===== src/rtl/seven_seg_scan.sv =====
// Multiplexed 8-digit hex display driver with shadowed value and threshold dot.
// Optional build macro LEADING_ZERO_BLANK_EN blanks digits above the most significant nonzero nibble.
module seven_seg_scan #(
    parameter int REFRESH_DIV = 100000
) (
    input  logic        clock,
    input  logic        reset,
    input  logic [31:0] value,
    input  logic        threshold,
    input  logic        update,
    output logic [7:0]  anodes,
    output logic [6:0]  segments,
    output logic        dp,
    output logic [2:0]  digit_sel
);

    localparam int PW = (REFRESH_DIV > 2) ? $clog2(REFRESH_DIV) : 1;
    localparam logic [PW-1:0] PMAX = PW'(REFRESH_DIV - 1);

    logic [7:0][3:0] shadow_value;
    logic            shadow_thr;
    logic [PW-1:0]   prescaler;
    logic            tick;
    logic [3:0]      cur_nib;
    logic            blank;

    function automatic logic [6:0] hex7(input logic [3:0] n);
        case (n)
            4'h0: hex7 = 7'h40;
            4'h1: hex7 = 7'h79;
            4'h2: hex7 = 7'h24;
            4'h3: hex7 = 7'h30;
            4'h4: hex7 = 7'h19;
            4'h5: hex7 = 7'h12;
            4'h6: hex7 = 7'h02;
            4'h7: hex7 = 7'h78;
            4'h8: hex7 = 7'h00;
            4'h9: hex7 = 7'h10;
            4'hA: hex7 = 7'h08;
            4'hB: hex7 = 7'h03;
            4'hC: hex7 = 7'h46;
            4'hD: hex7 = 7'h21;
            4'hE: hex7 = 7'h06;
            default: hex7 = 7'h0E;
        endcase
    endfunction

    assign tick    = (prescaler == PMAX);
    assign cur_nib = shadow_value[digit_sel];

`ifdef LEADING_ZERO_BLANK_EN
    // Index of the highest nonzero nibble; 0 when the whole value is zero so digit 0 stays lit.
    logic [2:0] msd;
    always_comb begin
        msd = 3'd0;
        for (int k = 1; k < 8; k++)
            if (shadow_value[k] != 4'h0) msd = 3'(k);
    end
    assign blank = (digit_sel > msd);
`else
    assign blank = 1'b0;
`endif

    always_ff @(posedge clock or posedge reset) begin
        if (reset) begin
            prescaler    <= '0;
            digit_sel    <= 3'd0;
            shadow_value <= '0;
            shadow_thr   <= 1'b0;
            anodes       <= 8'hFF;
            segments     <= 7'h7F;
            dp           <= 1'b1;
        end else begin
            if (update) begin
                shadow_value <= value;
                shadow_thr   <= threshold;
            end
            prescaler <= tick ? '0 : prescaler + 1'b1;
            if (tick) digit_sel <= digit_sel + 3'd1;
            // Outputs follow the current select/shadow state with one cycle of latency.
            if (blank) begin
                anodes   <= 8'hFF;
                segments <= 7'h7F;
                dp       <= 1'b1;
            end else begin
                anodes   <= ~(8'b1 << digit_sel);
                segments <= hex7(cur_nib);
                dp       <= ~((digit_sel == 3'd0) && shadow_thr);
            end
        end
    end

endmodule


===== config.mk =====
export PLATFORM = sky130hd
export DESIGN_NAME = seven_seg_scan
export DESIGN_NICKNAME = d
export VERILOG_FILES = /design/src/rtl/seven_seg_scan.sv
export SDC_FILE = /design/constraint.sdc
export NUM_CORES = 1
export LEC_CHECK = 0
export ABC_AREA = 1
export CAP_MARGIN = 25
export CORE_MARGIN = 10
export CORE_UTILIZATION = 54
export DETAILED_ROUTE_END_ITERATION = 16
export PLACE_DENSITY = 0.83
export SLEW_MARGIN = 20
export SYNTH_ARGS = -nofsm -noshare
export SYNTH_HDL_FRONTEND = slang
export SYNTH_SLANG_ARGS = --single-unit

===== constraint.sdc =====
create_clock -name clock -period 2.8 [get_ports clock]
set_clock_uncertainty 0.1 [all_clocks]
set_input_delay 0.56 -clock clock [delete_from_list [all_inputs] [get_ports clock]]
set_output_delay 0.56 -clock clock [all_outputs]
set_load 0.03 [all_outputs]

==> results of run 1 <==
## synth_stat cells, types with 3 or more instances
| master | n | share of area (%) |
|---|---|---|
| inv_1 | 58 | 6.1 |
| dfrtp_1 | 53 | 37 |
| nor3_1 | 5 | 0.70 |
| inv_2 | 3 | 0.31 |
| ha_1 | 13 | 4.5 |
| clkbuf_1 | 3 | 0.31 |
| mux2_2 | 3 | 0.94 |
| xor2_1 | 10 | 2.4 |
| nand2_2 | 10 | 1.7 |
| nand2_1 | 106 | 11 |
| nor2_1 | 12 | 1.3 |
| buf_6 | 3 | 0.94 |
| nand3_1 | 29 | 4.0 |
| buf_1 | 3 | 0.31 |
| nand4_1 | 6 | 1.0 |
| dfstp_2 | 16 | 12 |
| nand3_2 | 14 | 3.9 |
| a21oi_1 | 5 | 0.70 |
| o21ai_0 | 33 | 4.6 |
| nand3b_1 | 4 | 0.83 |
## final cells by class
type,count,area (µm²)
Fill cell,503,2010
Clock inverter,7,90.1
Inverter,63,246
Sequential cell,69,1750
Tap cell,77,96.3
Clock buffer,9,124
Multi-Input combinational cell,266,1520
Timing Repair Buffer,59,598
## power by group through the flow
stage          Sequential (µW)  Combinational [µW]  Clock [µW]
2_1_floorplan             1140                 147           0
5_1_grt                   1090                 350         931
3_3_place_gp              1100                 302           0
6_report                  1080                 315         876
3_5_place_dp              1100                 314           0
4_1_cts                   1090                 316         891
## per-layer routing
metal	track usage, %	vias up	wire length, µm
met5	0	-	0
met2	28.3	69	4080
li1	-	1399	-
met3	3.74	14	425
met4	7.70	0	166
met1	19.0	1358	3420
## worst paths after layout
kind | slack [ns] | end | start | cells past startpoint
max in group asynchronous | 1.77 | segments[3] | reset | 3
max | 0.49 | digit_sel[2] | digit_sel[2] | 2
min reg2reg | 0.36 | dp | shadow_thr | 1
max reg2reg | 0.77 | segments[3] | digit_sel[0] | 11
min | 0.36 | dp | shadow_thr | 1
min in group asynchronous | 0.50 | shadow_value[19] | reset | 3
## state kept, by name, summed over array words and instances (netlist names)
| signal | count |
|---|---|
| shadow_value | 32 |
| prescaler | 17 |
| anodes | 8 |
| segments | 7 |
| digit_sel | 3 |
| dp | 1 |
| shadow_thr | 1 |
## kinds of logic after synthesis
family,Yosys count,synth area share [%]
compound gates,43,6.30
xor+xnor,10,2.43
fa+ha+maj,13,4.52
buf+inv,76,9.32
flops,69,48.6
mux,3,0.939
simple gates,197,27.9
## stage by stage
step	power (µW)	cells	hold slack (ns)	utilization, %
after global placement	1400	534	0.321	65.4
final	2280	550	0.357	68.8
after detailed placement	1420	534	0.351	65.4
after global routing	2370	550	0.388	68.8
after CTS	2290	550	0.361	68.8
after floorplan	1280	411	0.299	-
## critical path: cells and delay by family, from the launching register on
kind                   cells  cell delay (ns)
buffers and inverters      2             0.89
flip-flops                 1             0.42
==> results.sh, run 1 <==
export IMPL_drv_cap=0
export IMPL_clk_pin_slew_ns=0.08
export IMPL_synth_cells=411
export IMPL_die_h_um=102
export IMPL_nets=517
export IMPL_drive_gt1_share_pct=17.3
export IMPL_synthesis_area_per_instance_um2=8.75
export IMPL_vias_per_cell=5.16
export IMPL_dp_slack_ns=0.818
export IMPL_cp_cell_sequence="buf_4 -> clkdlybuf4s50_1"
export IMPL_num_io_pins=55
export IMPL_crit_type="reg2out"
export IMPL_worst_skew_pair_late_latency_ns=0.35
export IMPL_p_switching_uw=581
export IMPL_numCtsBuffers=9
export IMPL_worst_setup_path_end_kind="output port"
export IMPL_wl_per_cell_um=14.7
export IMPL_critPathMaxStageDelay_ns=0.69
export IMPL_rsz0062_at_grt="no"
export IMPL_port_buffers=54
export IMPL_ys_flop_type="dfrtp_1"
export IMPL_status="completed"
export IMPL_drcViolationCount=0
export IMPL_htree_levels=3
export IMPL_numClockSinks=69
export IMPL_die_area_um2=10300
export IMPL_antenna_found_initial=0
export IMPL_setup_viol=0
export IMPL_clock_fmax_mhz=432
export IMPL_layout_commonest_cell="nand2_1"
export IMPL_share_comb_of_total_power_pct=13.8
export IMPL_synth_seq_cells=69
export IMPL_drv_slew=0
export IMPL_ctsHoldBuffers=0
export IMPL_grt_pass1_wl_um=13600
export IMPL_drtPass1Iterations=4
export IMPL_max_slew_worst_pin_slew_ns=0.532
export IMPL_grt_total_usage_pct=16.4
export IMPL_final_area_um2=4420
export IMPL_fin_ws_ns=0.485
export IMPL_fin_crit_sh_pct=82.7
export IMPL_worstPathMaxFanout=9
export IMPL_power_internal_uw=1690
export IMPL_cts_path_max_buffers=2
export IMPL_synth_cell_types=36
export IMPL_relSlewSlack_pct=64.5
export IMPL_min_period_ns=2.31
export IMPL_ant_nets=0
export IMPL_rows=29
export IMPL_synth_area_um2=3600
export IMPL_ys_seq_area_share_pct=48.6
export IMPL_clockRootBuffer="clkbuf_8"
export IMPL_final_setup_tns_ns=0
export IMPL_hpwl_um=5970
export IMPL_gp_congestion=0.879
export IMPL_fp_dieW_um=102
export IMPL_peakVddDrop_v=0.000272
export IMPL_powerDensity_nw_per_um2=515
export IMPL_worstPathArrival_ns=1.65
export IMPL_wirelength_um=8100
export IMPL_initial_core_util_pct=56.0
export IMPL_core_um2=6420
export IMPL_diodes=0
export IMPL_cts_resized=0
export IMPL_grt_overflow=0
export IMPL_post_cts_buffers=0
export IMPL_drt_iter0_drc=141
export IMPL_worstHoldPathType="reg2reg"
export IMPL_dpl_cell_area_um2=4200
export IMPL_first_global_vias=2892
export IMPL_final_cell_mix="nand2_1 (106), inv_1 (57), dfrtp_1 (53), clkdlybuf4s50_1 (53), o21ai_0 (33)"
export IMPL_pwr_share_clk_pct=38.5
export IMPL_synth_nets=460
export IMPL_synthToLayoutAreaGrowth_pct=22.8
export IMPL_num_vias=2840
export IMPL_worstSetupStartpointType="register"
export IMPL_cts_tree="done"
export IMPL_postSynth_asyncResetShare_pct=100
export IMPL_crit_slowest_cell="clkdlybuf4s50_1"
export IMPL_leakage_uw=0.00210
export IMPL_synth_edf_count=0
export IMPL_grt_max_degree=70
export IMPL_final_hold_viol_count=0
export IMPL_power_share_switching_pct=25.5
export IMPL_seqPwrFrac_pct=47.7
export IMPL_required_ns=2.14
export IMPL_yosysWarningCount=0
(Power assumes the default switching activity.)
==> run 2, diff against run 1 <==
- CORE_UTILIZATION: 54 -> 49
- PLACE_DENSITY: 0.83 -> 0.79
- clock period: 2.8 -> 2 ns (I/O delays scaled with it)
==> run 2 against run 1 <==
Effect of this change:
- final cell count up 4.4%
- clock power up 46%
- first-iteration DRC count grew 77%
- sequential share of layout area shrank 0.61 points
- power rose by 42%
- routed wire length increased by 4.3%
- global-route usage shrank 0.63 points
- combinational power rose by 38%
- sequential power rose by 41%
- die area is 8.2% higher
- non-clock buffer count increased by 2
==> results.sh, run 2 (same netlist as run 1, synthesis figures left out) <==
export IMPL_min_period_ns=1.86
export IMPL_rr_startpoint="digit_sel[0]"
export IMPL_startpoint="digit_sel[0]"
export IMPL_num_vias=2894
export IMPL_worstPathMaxFanout=22
export IMPL_final_area_um2=4490
export IMPL_largest_register_ffs=32
export IMPL_setup_viol=0
export IMPL_nets=519
export IMPL_cts_tree="done"
export IMPL_fin_crit_sh_pct=93.0
export IMPL_worst_skew_pair_late_latency_ns=0.34
export IMPL_first_global_vias=2976
export IMPL_fp_dieW_um=106
export IMPL_worstSetupEndpoint="segments[5]"
export IMPL_clockRootBuffer="clkbuf_8"
export IMPL_ctsHoldBuffers=0
export IMPL_grt_pass1_wl_um=14500
export IMPL_drv_cap=0
export IMPL_leakage_uw=0.00215
export IMPL_clock_fmax_mhz=538
export IMPL_ant_nets=0
export IMPL_required_ns=2.17
export IMPL_hpwl_um=6090
export IMPL_numCtsBuffers=9
export IMPL_drt_iter0_drc=250
export IMPL_worst_setup_path_end_kind="register"
export IMPL_core_um2=7210
export IMPL_rows=31
export IMPL_multi_input_area_um2=1520
export IMPL_crit_type="reg2reg"
export IMPL_worstHoldPathType="reg2reg"
export IMPL_drv_slew=0
export IMPL_antenna_found_initial=0
export IMPL_gp_congestion=0.829
export IMPL_worstPathArrival_ns=2.03
export IMPL_cts_path_max_buffers=2
export IMPL_nFillCells=615
export IMPL_htree_levels=3
export IMPL_rrSetupSlack_ns=0.14
export IMPL_num_io_pins=55
export IMPL_regArea_um2=1750
export IMPL_wirelength_um=8450
export IMPL_synthToLayoutAreaGrowth_pct=24.7
export IMPL_final_hold_viol_count=0
export IMPL_reg_largest_list="shadow_value: 32 flops, prescaler: 17 flops, anodes: 8 flops"
export IMPL_drive_gt1_share_pct=17.9
export IMPL_r2r_end="segments[5]"
export IMPL_clk_pin_slew_ns=0.07
export IMPL_numClockSinks=69
export IMPL_die_h_um=106
export IMPL_max_slew_worst_pin_slew_ns=0.422
export IMPL_port_buffers=54
export IMPL_rsz0062_at_grt="no"
export IMPL_final_cells=574
export IMPL_drtPass1Iterations=6
export IMPL_die_area_um2=11200
export IMPL_peakVddDrop_v=0.000526
export IMPL_grt_total_usage_pct=15.8
export IMPL_top_register="shadow_value"
export IMPL_final_setup_tns_ns=0
export IMPL_relSlewSlack_pct=71.9
export IMPL_wl_per_cell_um=14.7
export IMPL_worstSetupStartpointType="register"
export IMPL_drcViolationCount=0
export IMPL_status="completed"
export IMPL_final_cell_mix="nand2_1 (106), inv_1 (57), dfrtp_1 (53)"
export IMPL_grt_overflow=0
export IMPL_ff2ff_path_depth=12
export IMPL_initial_core_util_pct=49.9
export IMPL_dpl_cell_area_um2=4260
export IMPL_dp_cells=557
export IMPL_layout_commonest_cell="nand2_1"
export IMPL_vias_per_cell=5.04
export IMPL_powerDensity_nw_per_um2=720
export IMPL_grt_max_degree=70
export IMPL_diodes=0
run 2: stage by stage:
| stage | total power (µW) | setup WS [ns] | util, % | hold WS (ns) |
|---|---|---|---|---|
| final | 3230 | 0.141 | 62.2 | 0.344 |
| after global routing | 3370 | 0.00863 | 62.2 | 0.401 |
| after CTS | 3240 | 0.132 | 61.9 | 0.358 |
| after detailed placement | 1980 | 0.164 | 59.1 | 0.354 |
| after global placement | 1970 | 0.283 | 59.1 | 0.321 |
| after floorplan | 1800 | 0.114 | - | 0.299 |
run 2: metal layers:
layer  track usage (%)  up-vias  routed length, µm
met4              7.45        0                183
met5                 0        -                  0
met3              3.53       18                477
li1                  -     1414                  -
met1              18.7     1360               3530
met2              26.6      102               4260
run 2: how the worst min path moves through the flow:
stage,startpoint,endpoint,slack (ns),cells after the start
CTS,shadow_thr,dp,0.36,1
global placement,shadow_thr,dp,0.32,1
detailed placement,shadow_thr,dp,0.35,1
global route,shadow_thr,dp,0.40,1
floorplan,shadow_thr,dp,0.30,1
finish,shadow_thr,dp,0.34,1
run 2: layout make-up:
type / count / share of cell area (%)
Inverter: 63 / 5.58
Timing Repair Buffer: 61 / 13.9
Clock buffer: 12 / 3.46
Tap cell: 99 / 2.76
Clock inverter: 4 / 1.56
Multi-Input combinational cell: 266 / 33.8
Sequential cell: 69 / 38.9
run 2: worst max-delay path: stages (launching register included):
cell and delay [ns]:
dfrtp_1 0.40, buf_12 0.17, inv_8 0.12, nand2_1 0.06, nand3_1 0.07, nand3_1 0.09
nand2_2 0.12, inv_1 0.11, ha_1 0.24, nand3_1 0.14, nand2_1 0.08, nand2_1 0.06
nand2_1 0.05
run 2: repair_timing:
action / in CTS / in global routing
endpoints found under the setup margin: 17 / 2
gates resized for setup: 17 / 0
setup buffers: 0 / 1
pin swaps: 0 / 1
run 2: where the power goes:
group	switching (µW)	internal, µW
sequential	23.0	1490
combinational	262	173
clock	512	767
==> run 3, diff against run 2 <==
- clock period: 2 -> 1.6 ns (I/O delays scaled with it)
==> run 3 against run 2 <==
Effect of this change:
- global-route usage down 0.38 points
- register-to-register slack worse by 0.22 ns
- critical path depth did not move
- count of clock-buffer cells in the layout down 2
- largest power group unchanged
- utilization increased by 4.8 points
- cell area grew 7.7%
- worst setup slack got worse by 0.22 ns
- clock power grew 21%
- die area unchanged
- hold slack got worse by 0.039 ns
- sequential power up 25%
- via count grew 4.1%
- the run now ends with setup timing left
==> results.sh, run 3 (same netlist as run 1, synthesis figures left out) <==
export IMPL_numCtsBuffers=9
export IMPL_drv_cap=0
export IMPL_ctsHoldBuffers=0
export IMPL_final_cell_mix="nand2_1 (95), inv_1 (54), dfrtp_1 (50)"
export IMPL_design_power_total_uw=4060
export IMPL_rr_startpoint="digit_sel[0]"
export IMPL_worstSetupStartpointType="register"
export IMPL_worstPathMaxFanout=6
export IMPL_worstPathArrival_ns=1.86
export IMPL_die_area_um2=11200
export IMPL_critPathMostFrequentCell="nand2_1"
export IMPL_clock_fmax_mhz=595
export IMPL_vias_per_cell=5.05
export IMPL_wl_per_cell_um=15.0
export IMPL_antenna_found_initial=0
export IMPL_min_period_ns=1.68
export IMPL_synthToLayoutAreaGrowth_pct=34.3
export IMPL_drt_iter0_drc=155
export IMPL_final_hold_viol_count=0
export IMPL_rows=31
export IMPL_critPathMaxStageDelay_ns=0.43
export IMPL_layout_commonest_cell="nand2_1"
export IMPL_nFillCells=541
export IMPL_drive_gt1_share_pct=33.1
export IMPL_top_register="shadow_value"
export IMPL_worst_skew_pair_late_latency_ns=0.34
export IMPL_num_vias=3013
export IMPL_crit_slowest_cell="dfrtp_2"
export IMPL_clk_pin_slew_ns=0.08
export IMPL_leakage_uw=0.00226
export IMPL_setup_viol=12
export IMPL_grt_total_usage_pct=15.4
export IMPL_fin_crit_sh_pct=105
export IMPL_ant_nets=0
export IMPL_peakVddDrop_v=0.000465
export IMPL_fp_dieW_um=106
export IMPL_startpoint="digit_sel[0]"
export IMPL_drtPass1Iterations=4
export IMPL_core_um2=7210
export IMPL_reg_largest_list="shadow_value: 32 flops, prescaler: 17 flops, anodes: 8 flops"
export IMPL_diodes=0
export IMPL_timing_critical_path_buf_inv=3
export IMPL_powerDensity_nw_per_um2=841
export IMPL_gp_congestion=0.905
export IMPL_drv_slew=0
export IMPL_first_global_vias=2943
export IMPL_grt_overflow=0
export IMPL_relSlewSlack_pct=74.9
export IMPL_nets=542
export IMPL_clockRootBuffer="clkbuf_8"
export IMPL_numClockSinks=69
export IMPL_violations="setup timing"
export IMPL_initial_core_util_pct=49.9
export IMPL_grt_max_degree=70
export IMPL_fin_ws_ns=-0.0802
export IMPL_required_ns=1.78
export IMPL_hpwl_um=6040
export IMPL_status="finished, violations left"
export IMPL_drcViolationCount=0
export IMPL_htree_levels=3
export IMPL_die_h_um=106
export IMPL_wirelength_um=8940
export IMPL_max_slew_worst_pin_slew_ns=0.377
export IMPL_rsz0062_at_grt="yes"
export IMPL_worst_setup_path_end_kind="register"
export IMPL_crit_type="reg2reg"
export IMPL_fin_util_pct=66.9
export IMPL_port_buffers=54
export IMPL_grt_pass1_wl_um=14000
export IMPL_largest_register_ffs=32
export IMPL_num_io_pins=55
export IMPL_cts_tree="done"
export IMPL_min_from="update"
export IMPL_critPathTopFamily="simple AND/OR/NAND/NOR gates"
export IMPL_cts_path_max_buffers=2
export IMPL_worstHoldPathType="in2reg"
export IMPL_cp_cell_sequence="buf_6 -> inv_8 -> nand2_1 -> nand3_2 -> nand3_2 -> nand2_4 -> inv_4 -> ha_2 -> nand2_2 -> nand2_1 -> nand2_1 -> nand2_1"
[run 3: cell types whose count changed in the layout (fill, tap and decap cells not counted), sizes merged]
cell         before  now
clkinv            2    4
clkbuf           12   10
nand2           118  119
buf              10   48
dlygate4sd2      17    0
inv              62   63
[run 3: worst min-delay path, cell delays in order]
cell and delay [ns]:
buf_2 0.23, nand2_1 0.09, o21ai_0 0.06
[run 3: area by class of cell]
type | count | area (µm²) | area share, %
multi-input cells | 267 | 1720 | 35.6
repair buffers | 82 | 751 | 15.5
flip-flops and latches | 69 | 1750 | 36.2
clock inverters | 6 | 87.6 | 1.81
repair inverters | 1 | 8.76 | 0.181
well taps | 99 | 124 | 2.56
clock buffers | 10 | 128 | 2.64
inverters | 63 | 260 | 5.39
[run 3: timing repair]
action,4_1_cts,5_1_grt
endpoints found under the setup margin,9,21
buffers inserted,4,4
pin swaps,9,16
gates resized for setup,21,37
cloned,2,0
[run 3: final timing paths]
kind                                     to  slack (ns)  cells after the start
max                             segments[3]       -0.08                     12
min                        shadow_value[20]        0.30                      3
max reg2reg                     segments[3]       -0.08                     12
min reg2reg                              dp        0.35                      1
max in group asynchronous                dp        0.74                      3
min in group asynchronous  shadow_value[11]        0.32                      3
[run 3: power by group]
| group | leakage (µW) | switching, µW | total [µW] | internal [µW] |
|---|---|---|---|---|
| registers | 0.000827 | 30.9 | 1900 | 1870 |
| logic | 0.00132 | 361 | 611 | 250 |
| clock network | 0.000110 | 675 | 1550 | 878 |
[run 3: per-stage QoR]
step | cells | setup TNS (ns) | area, µm² | hold slack (ns) | worst slack, ns
after global routing | 597 | -1.95 | 4830 | 0.345 | -0.183
after detailed placement | 571 | -0.541 | 4310 | 0.354 | -0.107
after global placement | 571 | -0.0354 | 4310 | 0.325 | -0.0175
final | 597 | -0.509 | 4830 | 0.305 | -0.0802
after floorplan | 411 | -1.01 | 3610 | 0.299 | -0.176
after CTS | 593 | -0.105 | 4680 | 0.298 | -0.0194
[run 3: routing by layer]
metal  track usage (%)  wire length (µm)
met5                 0                 0
met4              5.71               177
met3              3.84               403
met2              26.1              4500
met1              18.6              3860
